### src/rtl/vga_color_dither.sv
// VGA output stage: two-cycle registered colour reduction with sync/DE alignment.
// Define VGA_DITHER_EN to enable 4x4 ordered (Bayer) dithering; otherwise plain truncation.
module vga_color_dither #(
    parameter int unsigned IN_W          = 8,
    parameter int unsigned OUT_W         = 4,
    parameter bit          HS_ACTIVE_LOW = 1'b1,
    parameter bit          VS_ACTIVE_LOW = 1'b1
) (
    input  logic             CLK_25MHZ,
    input  logic             RESET_N,
    input  logic             IN_HSYNC,
    input  logic             IN_VSYNC,
    input  logic             IN_DE,
    input  logic [IN_W-1:0]  IN_RED,
    input  logic [IN_W-1:0]  IN_GREEN,
    input  logic [IN_W-1:0]  IN_BLUE,
    output logic             VGA_HSYNC,
    output logic             VGA_VSYNC,
    output logic [OUT_W-1:0] VGA_RED,
    output logic [OUT_W-1:0] VGA_GREEN,
    output logic [OUT_W-1:0] VGA_BLUE
);

    localparam int unsigned D       = (OUT_W <= IN_W) ? IN_W - OUT_W : 0;
    localparam logic        HS_IDLE = HS_ACTIVE_LOW;
    localparam logic        VS_IDLE = VS_ACTIVE_LOW;

    if (OUT_W > IN_W) begin : g_bad_width
        $error("vga_color_dither: OUT_W must not exceed IN_W");
    end

    logic            hs_q, vs_q, de_q;
    logic [IN_W-1:0] red_q, green_q, blue_q;

    // Stage-1 syncs reset to idle so no active pulse escapes just after release.
    always_ff @(posedge CLK_25MHZ) begin
        if (!RESET_N) begin
            hs_q    <= HS_IDLE;
            vs_q    <= VS_IDLE;
            de_q    <= 1'b0;
            red_q   <= '0;
            green_q <= '0;
            blue_q  <= '0;
        end else begin
            hs_q    <= IN_HSYNC;
            vs_q    <= IN_VSYNC;
            de_q    <= IN_DE;
            red_q   <= IN_RED;
            green_q <= IN_GREEN;
            blue_q  <= IN_BLUE;
        end
    end

`ifdef VGA_DITHER_EN
    localparam int unsigned SHL = (D >= 4) ? D - 4 : 0;
    localparam int unsigned SHR = (D >= 4) ? 0 : 4 - D;

    // col_q/row_q hold the Bayer phase of the pixel currently in stage 1.
    logic [1:0]  col_q, row_q;
    logic [3:0]  bayer;
    logic [IN_W:0] thr;
    logic        vs_active;

    assign vs_active = IN_VSYNC ^ VS_ACTIVE_LOW;

    always_ff @(posedge CLK_25MHZ) begin
        if (!RESET_N) begin
            col_q <= 2'd0;
            row_q <= 2'd0;
        end else begin
            col_q <= (IN_DE && de_q) ? col_q + 2'd1 : 2'd0;
            if (vs_active) begin
                row_q <= 2'd0;
            end else if (de_q && !IN_DE) begin
                row_q <= row_q + 2'd1;
            end
        end
    end

    always_comb begin
        bayer = 4'd0;
        case ({row_q, col_q})
            4'h0: bayer = 4'd0;
            4'h1: bayer = 4'd8;
            4'h2: bayer = 4'd2;
            4'h3: bayer = 4'd10;
            4'h4: bayer = 4'd12;
            4'h5: bayer = 4'd4;
            4'h6: bayer = 4'd14;
            4'h7: bayer = 4'd6;
            4'h8: bayer = 4'd3;
            4'h9: bayer = 4'd11;
            4'hA: bayer = 4'd1;
            4'hB: bayer = 4'd9;
            4'hC: bayer = 4'd15;
            4'hD: bayer = 4'd7;
            4'hE: bayer = 4'd13;
            4'hF: bayer = 4'd5;
            default: bayer = 4'd0;
        endcase
    end

    assign thr = ((IN_W+1)'(bayer) << SHL) >> SHR;

    function automatic logic [OUT_W-1:0] reduce(input logic [IN_W-1:0] c);
        logic [IN_W:0] sum;
        sum = {1'b0, c} + thr;
        if (sum[IN_W]) begin
            return '1;
        end
        return sum[IN_W-1:D];
    endfunction
`else
    function automatic logic [OUT_W-1:0] reduce(input logic [IN_W-1:0] c);
        return c[IN_W-1:D];
    endfunction
`endif

    logic [OUT_W-1:0] red_d, green_d, blue_d;

    always_comb begin
        red_d   = '0;
        green_d = '0;
        blue_d  = '0;
        if (de_q) begin
            red_d   = reduce(red_q);
            green_d = reduce(green_q);
            blue_d  = reduce(blue_q);
        end
    end

    always_ff @(posedge CLK_25MHZ) begin
        if (!RESET_N) begin
            VGA_HSYNC <= HS_IDLE;
            VGA_VSYNC <= VS_IDLE;
            VGA_RED   <= '0;
            VGA_GREEN <= '0;
            VGA_BLUE  <= '0;
        end else begin
            VGA_HSYNC <= hs_q;
            VGA_VSYNC <= vs_q;
            VGA_RED   <= red_d;
            VGA_GREEN <= green_d;
            VGA_BLUE  <= blue_d;
        end
    end

endmodule

### config.mk
export PLATFORM = sky130hd
export DESIGN_NAME = vga_color_dither
export DESIGN_NICKNAME = d
export VERILOG_FILES = /design/src/rtl/vga_color_dither.sv
export SDC_FILE = /design/constraint.sdc
export NUM_CORES = 1
export LEC_CHECK = 0
export ABC_AREA = 0
export CAP_MARGIN = 20
export CORE_MARGIN = 1
export CORE_UTILIZATION = 39
export DETAILED_ROUTE_END_ITERATION = 6
export GPL_TIMING_DRIVEN = 0
export MAX_ROUTING_LAYER = met4
export PLACE_DENSITY = 0.81
export SLEW_MARGIN = 20
export SYNTH_ARGS = -nofsm -noshare
export SYNTH_HDL_FRONTEND = slang
export SYNTH_SLANG_ARGS = --single-unit
export TNS_END_PERCENT = 1
### constraint.sdc
create_clock -name CLK_25MHZ -period 1.45 [get_ports CLK_25MHZ]
set_clock_uncertainty 0.1 [all_clocks]
set_input_delay 0.2175 -clock CLK_25MHZ [delete_from_list [all_inputs] [get_ports CLK_25MHZ]]
set_output_delay 0.2175 -clock CLK_25MHZ [all_outputs]
set_load 0.02 [all_outputs]
==> summary.md <==
| Metric | Value |
|---|---|
| Dominant synthesized flop cell | dfxtp_1 |
| Max layer used | met4 |
| Nets | 128 |
| Crit start category | flop |
| Mean Syn Cell Area | between 10 and 15 µm² |
| Placement Cell Area | ~0.0011 mm² |
| Final setup viols | 0 |
| Vias in the first global route | about 470 |
| IO Port Bufs | 29 |
| H-tree Lvls | 2 |
| Worst Max-Slew Pin Slew | around 0.23 ns |
| Routed len/inst | 9.73 µm |
| Final period util | about nine tenths |
| Register area share after synthesis | roughly 73% |
| Core region area | 0.00182 mm² |
| Gr usage total | between 10% and 20% |
| WL met3 | around 120 µm |
| Setup CP Type | flop to primary output |
| CTS tree | done |
| Vias | 528 |
| 1st-iter DRT viols | 6 |
| Status | complete, no violations |
| Chip width | between 40 and 50 µm |
| Fin. max-slew vios | 0 |
| Worst-skew pair later-pin latency | 0.31 ns |
| Flops & latches, synth | 29 |
| Post-synth net total | ~90 |
| Buf+Inv Stages, Crit Path | 1 |
| Cell Area, Synth | slightly below 800 µm² |
| Synth top cells by count | 29 x dfxtp_1, 13 x and2_1, 12 x and3_1, 4 x nand2b_1 |
| CP max FO | 1 |
| HPWL after detailed placement | 860 µm |
| Post-Route Utilization | ~64% |
| First-pass GRT wire length | about 1900 µm |
| Power per cell area | roughly 1200 mW/mm² |
| Clock root buffer | clkbuf_4 |
| Int Pwr | about 1.1 mW |
| Peak supply drop | a little under 0.0008 V |
| Min cycle time layout | ~1.3 ns |
| Final hold slack | ~0.12 ns |
| Initial Util | a little over two fifths |
| Pleak | 0.570 nW |
| Num CTS Buffers | 5 |
| Total of max-cap violations | 0 |
| IO Count | 43 |
| Delay-heaviest family, CP | buffers and inverters |
| WL final | between 1000 and 1500 µm |
| DIE HEIGHT | 47.1 µm |
| DRC | 0 |
| Final Cell Area | 0.00116 mm² |
| Slew margin rel. | a little over four fifths |
| Die Area | between 0.002 and 0.0025 mm² |
| # clock sinks | 29 |
| Clock power share | between 30% and 40% |
| Vias per std cell | 4.26 |
| Top post-synthesis cells by area | dfxtp_1 73%, and2_1 10%, and3_1 9.4% |
| DRT antenna net count | 0 |
| RSZ-0062 raised after global routing | false |
| Yosys top cell area share | 73.1% |
| Cell with the most instances after synthesis | dfxtp_1 |
| FP Rows | 15 |
| Final count of hold timing violations | 0 |
| Hold WC Path Type | input pin to flop |
| Post-synth EDFFs | 0 |
| Placed cells | around 120 |
| Initial antenna violation count | 0 |
| Syn-to-layout area delta | 46.5% |
| Final Non-Filler Cells | around 120 |
| Data required time at the worst endpoint | 1.13 ns |
| Crit path DAT | about 0.97 ns |
| Largest net degree at the start of global routing | 11 |
| Synth warn | 0 |
| Fraction of registers with async set/reset | 0% |
| Met2 routed WL | 574 µm |
| Switching share of total power | 20.0% |
| Worst Setup End Kind | primary output |
| Fmax | about 780 MHz |
| Worst-path clk slew | approximately 0.08 ns |
| CP max stage delay | roughly 0.34 ns |
| Layout cells sized above 1 | 10.1% |
| RePlAce Congestion | ~0.65 |
| Crit path cell chain | dlygate4sd2_1 |
| Sw Pwr | 0.279 mW |
| Slowest cell on crit path | dlygate4sd2_1 |
| Pre-Repair DR Iteration Count | 3 |
| Setup TNS | 0 ns |
| Logic pwr share | between 7 and 8% |
| Yosys top cell by area | dfxtp_1 |
| Overflow after GRT | 0 |
| Mapped Cells | between 60 and 70 |
| Synth unique cells | 6 |
| Diode count | 0 |
| Max Root-Sink Buffers | 2 |
| Met1 wire length | 458 µm |
| Sequential power share | 59.5% |
==> cell families (layout without fill, tap and decap cells) <==
logic type	after synthesis	after routing	share of synthesized area [%]
flops	29	29	73.1
simple gates	29	29	22.8
buf+inv	4	41	4.09
==> through the flow <==
step / setup slack, ns / power, mW
2_1_floorplan: 0.649 / 0.892
4_1_cts: 0.149 / 1.42
5_1_grt: 0.0904 / 1.47
3_5_place_dp: 0.227 / 0.955
3_3_place_gp: 0.232 / 0.950
6_report: 0.160 / 1.40
==> routing by layer <==
| layer | track usage [%] | vias to the layer above |
|---|---|---|
| li1 | - | 268 |
| met1 | 12.7 | 231 |
| met2 | 20.6 | 24 |
| met3 | 11.5 | 5 |
| met4 | 13.7 | 0 |
| met5 | - | - |
==> path summary, 6_finish.rpt <==
kind	from	end	slack (ns)	cells after the start
setup / recovery	VGA_BLUE[2]$_SDFF_PN0_	VGA_BLUE[2]	0.16	1
hold / removal	RESET_N	de_q$_SDFF_PN0_	0.12	2
setup reg to reg	de_q$_SDFF_PN0_	VGA_RED[0]$_SDFF_PN0_	0.61	2
hold reg to reg	hs_q$_SDFF_PN1_	VGA_HSYNC$_SDFF_PN1_	0.32	1
==> timing repair <==
action	in CTS	in global routing
hold endpoints to repair	2	0
setup buffers	0	0
endpoints found under the setup margin	14	0
gates resized for setup	14	0
hold buffers	1	0
==> power by group through the flow <==
stage          Sequential, mW  Combinational, mW  Clock, mW
4_1_cts                 0.831              0.101      0.484
5_1_grt                 0.834              0.109      0.529
6_report                0.831             0.0996      0.467
3_3_place_gp            0.850              0.101          0
2_1_floorplan           0.859             0.0331          0
3_5_place_dp            0.851              0.104          0
==> state kept, by name (all words and copies together) (netlist names) <==
| signal | cells |
|---|---|
| VGA_GREEN | 4 |
| green_q | 4 |
| VGA_BLUE | 4 |
| de_q | 1 |
| VGA_RED | 4 |
| vs_q | 1 |
| hs_q | 1 |
| VGA_VSYNC | 1 |
| red_q | 4 |
| blue_q | 4 |
| VGA_HSYNC | 1 |
==> final cells by class <==
| cell class | instances | area, µm² |
|---|---|---|
| tap | 25 | 31.3 |
| timing repair buffer | 30 | 283 |
| multi-input combinational | 29 | 181 |
| sequential | 29 | 581 |
| buffer | 4 | 32.5 |
| clock buffer | 7 | 55.1 |
| fill | 161 | 657 |
==> placed cells by master, fill, tap and decap left out <==
| cell type | Yosys | layout |
|---|---|---|
| and2_1 | 13 | 13 |
| and3_1 | 12 | 12 |
| buf_2 | 2 | 2 |
| buf_6 | 2 | 2 |
| clkbuf_1 | 0 | 1 |
| clkbuf_4 | 0 | 5 |
| clkbuf_8 | 0 | 1 |
| clkdlybuf4s50_1 | 0 | 15 |
| dfxtp_1 | 29 | 29 |
| dlygate4sd2_1 | 0 | 14 |
| dlygate4sd3_1 | 0 | 1 |
| nand2b_1 | 4 | 4 |
No activity file was read; power rests on OpenSTA's default activity.
